===== src/rtl/mmio_pkg.sv =====
// Shared types and constants for the CPU memory/IO bridge.
package mmio_pkg;

  typedef enum logic [2:0] {
    IDLE,
    MEM,
    MEM_RD,
    IO_WAIT,
    RESP
  } state_t;

  localparam int CH_IDX_W  = 4;
  localparam int ERR_RDATA = 0;

endpackage


===== src/rtl/mmio_timeout_ctr.sv =====
// Wait-cycle counter for IO accesses; expire fires on the last allowed edge.
module mmio_timeout_ctr #(
  parameter int TIMEOUT = 15
) (
  input  logic clock,
  input  logic reset,
  input  logic clear,
  input  logic enable,
  output logic expire
);

  localparam int CW = $clog2(TIMEOUT + 1);
  localparam logic [CW-1:0] LAST = CW'(TIMEOUT - 1);

  logic [CW-1:0] count;

  always_ff @(posedge clock or posedge reset) begin
    if (reset) begin
      count <= '0;
    end else if (clear) begin
      count <= '0;
    end else if (enable) begin
      count <= count + 1'b1;
    end
  end

  // Combinational so the edge that would be TIMEOUT can still lose to an ack
  assign expire = enable && (count == LAST);

endmodule


===== src/rtl/mmio_bridge.sv =====
// Multi-cycle load/store bridge: data memory or NUM_CH acked IO channels.
module mmio_bridge
  import mmio_pkg::*;
#(
  parameter int DATA_W       = 32,
  parameter int ADDR_W       = 32,
  parameter int MEM_AW       = 14,
  parameter int IO_LSB       = 10,
  parameter int NUM_CH       = 4,
  parameter int CH_SPAN_LOG2 = 4,
  parameter int TIMEOUT      = 15
) (
  input  logic                     clock,
  input  logic                     reset,
  input  logic                     cpu_req,
  input  logic                     cpu_we,
  input  logic [ADDR_W-1:0]        cpu_addr,
  input  logic [DATA_W-1:0]        cpu_wdata,
  output logic [DATA_W-1:0]        cpu_rdata,
  output logic                     cpu_ready,
  output logic                     cpu_err,
  output logic                     mem_we,
  output logic [MEM_AW-1:0]        mem_addr,
  output logic [DATA_W-1:0]        mem_wdata,
  input  logic [DATA_W-1:0]        mem_rdata,
  output logic [NUM_CH-1:0]        io_sel,
  output logic                     io_re,
  output logic                     io_we,
  output logic [CH_SPAN_LOG2-1:0]  io_off,
  output logic [DATA_W-1:0]        io_wdata,
  input  logic [NUM_CH*DATA_W-1:0] io_rdata,
  input  logic [NUM_CH-1:0]        io_ack
);

  state_t state, state_n;

  logic [DATA_W-1:0]       rdata_n, wdata_n, io_wdata_n, ack_data;
  logic                    ready_n, err_n, mem_we_n, re_n, we_n;
  logic [MEM_AW-1:0]       maddr_n;
  logic [NUM_CH-1:0]       sel_n, onehot;
  logic [CH_SPAN_LOG2-1:0] off_n;
  logic [CH_IDX_W-1:0]     idx;
  logic                    is_io, idx_ok, acked, expire;

  assign is_io  = &cpu_addr[ADDR_W-1:IO_LSB];
  assign idx    = cpu_addr[CH_SPAN_LOG2 +: CH_IDX_W];
  assign idx_ok = {1'b0, idx} < (CH_IDX_W + 1)'(NUM_CH);
  // io_sel is one-hot while waiting, so masking ignores other channels
  assign acked  = |(io_ack & io_sel);

  always_comb begin
    onehot   = '0;
    ack_data = '0;
    for (int k = 0; k < NUM_CH; k++) begin
      onehot[k] = (idx == CH_IDX_W'(k));
      if (io_sel[k]) begin
        ack_data = ack_data | io_rdata[k*DATA_W +: DATA_W];
      end
    end
  end

  mmio_timeout_ctr #(
    .TIMEOUT(TIMEOUT)
  ) u_tmo (
    .clock (clock),
    .reset (reset),
    .clear (state == IDLE),
    .enable(state == IO_WAIT),
    .expire(expire)
  );

  always_comb begin
    state_n    = state;
    rdata_n    = cpu_rdata;
    ready_n    = 1'b0;
    err_n      = 1'b0;
    mem_we_n   = mem_we;
    maddr_n    = mem_addr;
    wdata_n    = mem_wdata;
    sel_n      = io_sel;
    re_n       = io_re;
    we_n       = io_we;
    off_n      = io_off;
    io_wdata_n = io_wdata;
    unique case (state)
      IDLE: begin
        if (cpu_req) begin
          unique case (1'b1)
            !is_io: begin
              state_n  = MEM;
              maddr_n  = cpu_addr[MEM_AW+1:2];
              wdata_n  = cpu_wdata;
              mem_we_n = cpu_we;
            end
            is_io && idx_ok: begin
              state_n    = IO_WAIT;
              sel_n      = onehot;
              re_n       = !cpu_we;
              we_n       = cpu_we;
              off_n      = cpu_addr[CH_SPAN_LOG2-1:0];
              io_wdata_n = cpu_wdata;
            end
            is_io && !idx_ok: begin
              state_n = RESP;
              ready_n = 1'b1;
              err_n   = 1'b1;
              rdata_n = DATA_W'(ERR_RDATA);
            end
          endcase
        end
      end
      MEM: begin
        mem_we_n = 1'b0;
        if (mem_we) begin
          state_n = RESP;
          ready_n = 1'b1;
        end else begin
          state_n = MEM_RD;
        end
      end
      MEM_RD: begin
        rdata_n = mem_rdata;
        state_n = RESP;
        ready_n = 1'b1;
      end
      IO_WAIT: begin
        if (acked || expire) begin
          sel_n   = '0;
          re_n    = 1'b0;
          we_n    = 1'b0;
          state_n = RESP;
          ready_n = 1'b1;
          err_n   = !acked;
          rdata_n = (acked && !io_we) ? ack_data : DATA_W'(ERR_RDATA);
        end
      end
      RESP: begin
        state_n = IDLE;
      end
      default: begin
        state_n = IDLE;
      end
    endcase
  end

  always_ff @(posedge clock or posedge reset) begin
    if (reset) begin
      state     <= IDLE;
      cpu_rdata <= '0;
      cpu_ready <= 1'b0;
      cpu_err   <= 1'b0;
      mem_we    <= 1'b0;
      mem_addr  <= '0;
      mem_wdata <= '0;
      io_sel    <= '0;
      io_re     <= 1'b0;
      io_we     <= 1'b0;
      io_off    <= '0;
      io_wdata  <= '0;
    end else begin
      state     <= state_n;
      cpu_rdata <= rdata_n;
      cpu_ready <= ready_n;
      cpu_err   <= err_n;
      mem_we    <= mem_we_n;
      mem_addr  <= maddr_n;
      mem_wdata <= wdata_n;
      io_sel    <= sel_n;
      io_re     <= re_n;
      io_we     <= we_n;
      io_off    <= off_n;
      io_wdata  <= io_wdata_n;
    end
  end

endmodule


===== config.mk =====
export PLATFORM = sky130hd
export DESIGN_NAME = mmio_bridge
export DESIGN_NICKNAME = d
export VERILOG_FILES = /design/src/rtl/mmio_pkg.sv /design/src/rtl/mmio_timeout_ctr.sv /design/src/rtl/mmio_bridge.sv
export SDC_FILE = /design/constraint.sdc
export NUM_CORES = 1
export LEC_CHECK = 0
export BUFFER_PORTS_ARGS = -buffer_cell sky130_fd_sc_hd__buf_2
export CAP_MARGIN = 20
export CELL_PAD_IN_SITES_DETAIL_PLACEMENT = 2
export CELL_PAD_IN_SITES_GLOBAL_PLACEMENT = 2
export CORE_MARGIN = 5
export CORE_UTILIZATION = 28
export CTS_CLUSTER_DIAMETER = 60
export CTS_CLUSTER_SIZE = 28
export DETAILED_ROUTE_END_ITERATION = 10
export PLACE_DENSITY = 0.92
export SYNTH_ARGS = -nofsm -noshare
export SYNTH_HDL_FRONTEND = slang
export SYNTH_SLANG_ARGS = --single-unit

===== constraint.sdc =====
create_clock -name clock -period 6.8 [get_ports clock]
set_input_delay 0.34 -clock clock [delete_from_list [all_inputs] [get_ports clock]]
set_output_delay 0.34 -clock clock [all_outputs]
set_load 0.02 [all_outputs]

==> metrics.md <==
| Metric | Value |
|---|---|
| Routability congestion estimate | 0.804 |
| # Post-CTS Setup Buffers | 0 |
| CP top delay family | flip-flops |
| Most frequent cells in the layout | 354 x buf_2, 130 x dfrtp_1, 75 x mux2_2 |
| Worst-path clk slew | approximately 60 ps |
| Worst Path Arrival | about 2800 ps |
| Crit-path cells | or4b_4 > nor2_2 > nand3_2 > buf_4 > o21a_1 > mux2_2 |
| R2R setup slack | 4250 ps |
| Mapped cell area | 5970 sq um |
| PwrDens | a little under 400 nW/um^2 |
| Reg2reg start | state[1] |
| Row count | 53 |
| Hold buffer count at cts | 0 |
| Crit path depth | 6 |
| Leakage | 4.30 nW |
| Setup WS pre-CTS | slightly below 4000 ps |
| Hold WS | -5.67 ps |
| Avg Cell Area, Syn | 12.8 sq um |
| Depth of the CTS H-tree | 4 |
| MaxCap Viol Count | 0 |
| Fin crit share | 37.4% |
| Critical R2R Capture | io_sel[1] |
| Failing checks | negative hold slack |
| Crit Path Class | reg2reg |
| Crit-path max FO | 40 |
| PnR worst setup slack | 4250 ps |
| Vias in the first global route | about 6,600 |
| Final TNS setup | 0 ps |
| Initial antenna violation count | 3 |
| VDD IR-drop max | between 0.15 and 0.2 mV |
| Outcome | finished, violations left |
| Final Hold Fails | 7 |
| Core area | 21,000 sq um |
| Power consumption | 0.00335 W |
| Layout cell share with drive strength beyond 1 | roughly three fifths |
| First-pass GRT wire length | 38.0 mm |
| CTS resizes | 0 |
| Synth Register Bits | 130 |
| Post-synthesis cell type count | 43 |
| Chip width | between 150 and 200 um |
| Die span in y | 156 um |
| # IOs | 355 |
| Yosys warnings | 0 |
| RSZ-0062 raised after global routing | false |
| DR pass1 iterations | 4 |
| Cell count after synthesis | 468 |
| R2R depth | 6 |
| Slowest CP cell | dfrtp_1 |
| Number of buffers added on ports | between 300 and 400 |
| Detailed placer's ending HPWL | 19.5 mm |
| Final Max Slew Viols | 0 |
| Min Tclk post-route | 2550 ps |
| Clock tree buffer depth | 2 |
| Register area share after synthesis | 54.5% |
| Drt total wl | between 20 and 30 mm |
| Initial drt markers | 254 |
| Most common cell after layout, fill and taps aside | buf_2 |
| Worst-Margin Slew | 924 ps |
| Design area | 8550 sq um |
| Hold crit path type | in2async |
| Crit path from | state[1] |
| Number of synthesized flops with an enable pin | 0 |
| Final #Nets | 1,045 |
| GRT Residual Overflow | 0 |
| Clock skew | slightly above 10 ps |
| CTS Sinks | 130 |
| Total die area | 24,300 sq um |
| Layout area overhead | 43.1% |
| Initial core utilization | 28.4% |
| CP bufs+invs | 1 |
| Clk_lat worst skew | approximately 420 ps |
| CTS Root Buffer Type | clkbuf_16 |
| Post-route ant nets | 0 |
| Slowest stage delay, CP | 750 ps |
| Ys flop type | dfrtp_1 |
| Routed vias/inst | 5.03 |
| Worst setup EP type | flip-flop |
| CP Launch Type | flip-flop |
| Post-DR wirelength/cell | about 23 um |
| CTS Buf Count | 17 |
| Largest net degree at the start of global routing | between 60 and 70 |
| Fillers | 2,291 |
| Finish-stage setup viols | 0 |
| Fraction of registers with async set/reset | 100% |
| Max Freq | approximately 400 MHz |
| Worst setup path end | io_sel[1] |
| Rel. slew slack | 38.4% |
| Routed via count | 5,542 |
| Placed cell area | 7940 sq um |
| CTS tree | yes |
| Placed insts | 1,066 |
| Syn nets | 702 |
| Fin cells | 1,101 |
| Post-route DRC | 0 |
| WP data required | 7090 ps |
| Gr usage total | about a fifth |
-- registers in the layout (all words and copies together), names as in the netlist --
register	count
io_we	1
io_sel	4
cpu_err	1
u_tmo.count	4
mem_addr	14
state	3
io_off	4
cpu_ready	1
io_wdata	32
io_re	1
cpu_rdata	32
mem_we	1
mem_wdata	32
-- metrics by stage --
stage / util (%) / hold WS (ps)
floorplan: - / 422
global placement: 37.8 / 445
detailed placement: 37.8 / 464
CTS: 40.5 / 11.1
global route: 40.7 / 26.1
finish: 40.7 / -5.67
-- kinds of logic (layout without fill, tap and decap cells) --
group,Yosys count,in the layout,synth area share [%]
AND/OR/NAND/NOR,46,46,4.44
other,0,3,0
buffers and inverters,46,401,4.17
flip-flops,130,130,54.5
adder cells (fa/ha/maj),2,2,0.419
multiplexers,90,90,17.3
AO/OA/AOI/OAI,154,154,19.2
-- synth_stat cells, types with 2 or more instances --
| library cell | instances | share of area (%) |
|---|---|---|
| nand4_1 | 9 | 0.94 |
| a22o_1 | 5 | 0.73 |
| nand2b_1 | 2 | 0.21 |
| mux2i_1 | 4 | 0.67 |
| clkbuf_1 | 19 | 1.2 |
| buf_6 | 7 | 1.3 |
| o22ai_1 | 2 | 0.21 |
| inv_1 | 6 | 0.38 |
| buf_2 | 10 | 0.84 |
| a221o_1 | 31 | 5.2 |
| buf_4 | 3 | 0.38 |
| ha_1 | 2 | 0.42 |
| a21oi_1 | 36 | 3.0 |
| mux2_4 | 7 | 1.8 |
| mux2_2 | 75 | 14 |
| nor2b_1 | 2 | 0.21 |
| nand3_2 | 2 | 0.34 |
| or2_2 | 2 | 0.21 |
| dfrtp_1 | 130 | 54 |
| mux2_1 | 4 | 0.75 |
| a22oi_1 | 62 | 7.8 |
| nand3_1 | 2 | 0.17 |
| nor2_1 | 8 | 0.50 |
| o21ai_0 | 8 | 0.67 |
| nand2_1 | 12 | 0.75 |
-- metal layers --
metal	wire length [um]	vias up	track usage, %
met5	0	-	0
met1	9370	2758	22.2
met4	452	0	5.92
li1	-	2495	-
met2	12900	262	35.8
met3	2460	27	7.38
-- worst reg2reg max path, delay by kind of cell, from the launching register on --
kind	cells	cell delay (ps)
DFF	1	750
buffers and inverters	1	480
and+or+nand+nor	3	410
muxes	1	410
AOI/OAI and AO/OA	1	390
-- report_power, final --
| part | switching, W | internal [W] | total, W |
|---|---|---|---|
| clock network | 0.000384 | 0.000513 | 0.000897 |
| registers | 0.000159 | 0.00101 | 0.00117 |
| logic | 0.000750 | 0.000533 | 0.00128 |
-- layout make-up --
| type | count | area (sq um) | share of cell area (%) |
|---|---|---|---|
| Antenna cell | 3 | 7.51 | 0.0878 |
| Multi-Input combinational cell | 292 | 2480 | 29.0 |
| Sequential cell | 130 | 3250 | 38.1 |
| Timing Repair Buffer | 364 | 1870 | 21.8 |
| Tap cell | 275 | 344 | 4.03 |
| Inverter | 6 | 27.5 | 0.322 |
| Clock buffer | 17 | 425 | 4.98 |
| Clock inverter | 14 | 144 | 1.68 |
-- how the worst min path moves through the flow --
stage,startpoint,cells past startpoint,slack (ps),to
after floorplan,cpu_we,1,420,io_re
after global placement,reset,2,450,mem_wdata[9]
after detailed placement,reset,2,460,mem_wdata[9]
after CTS,reset,2,10,mem_wdata[13]
after global routing,reset,2,30,mem_wdata[16]
final,reset,2,-6,mem_wdata[9]
Power figures use the tool's default switching activity.
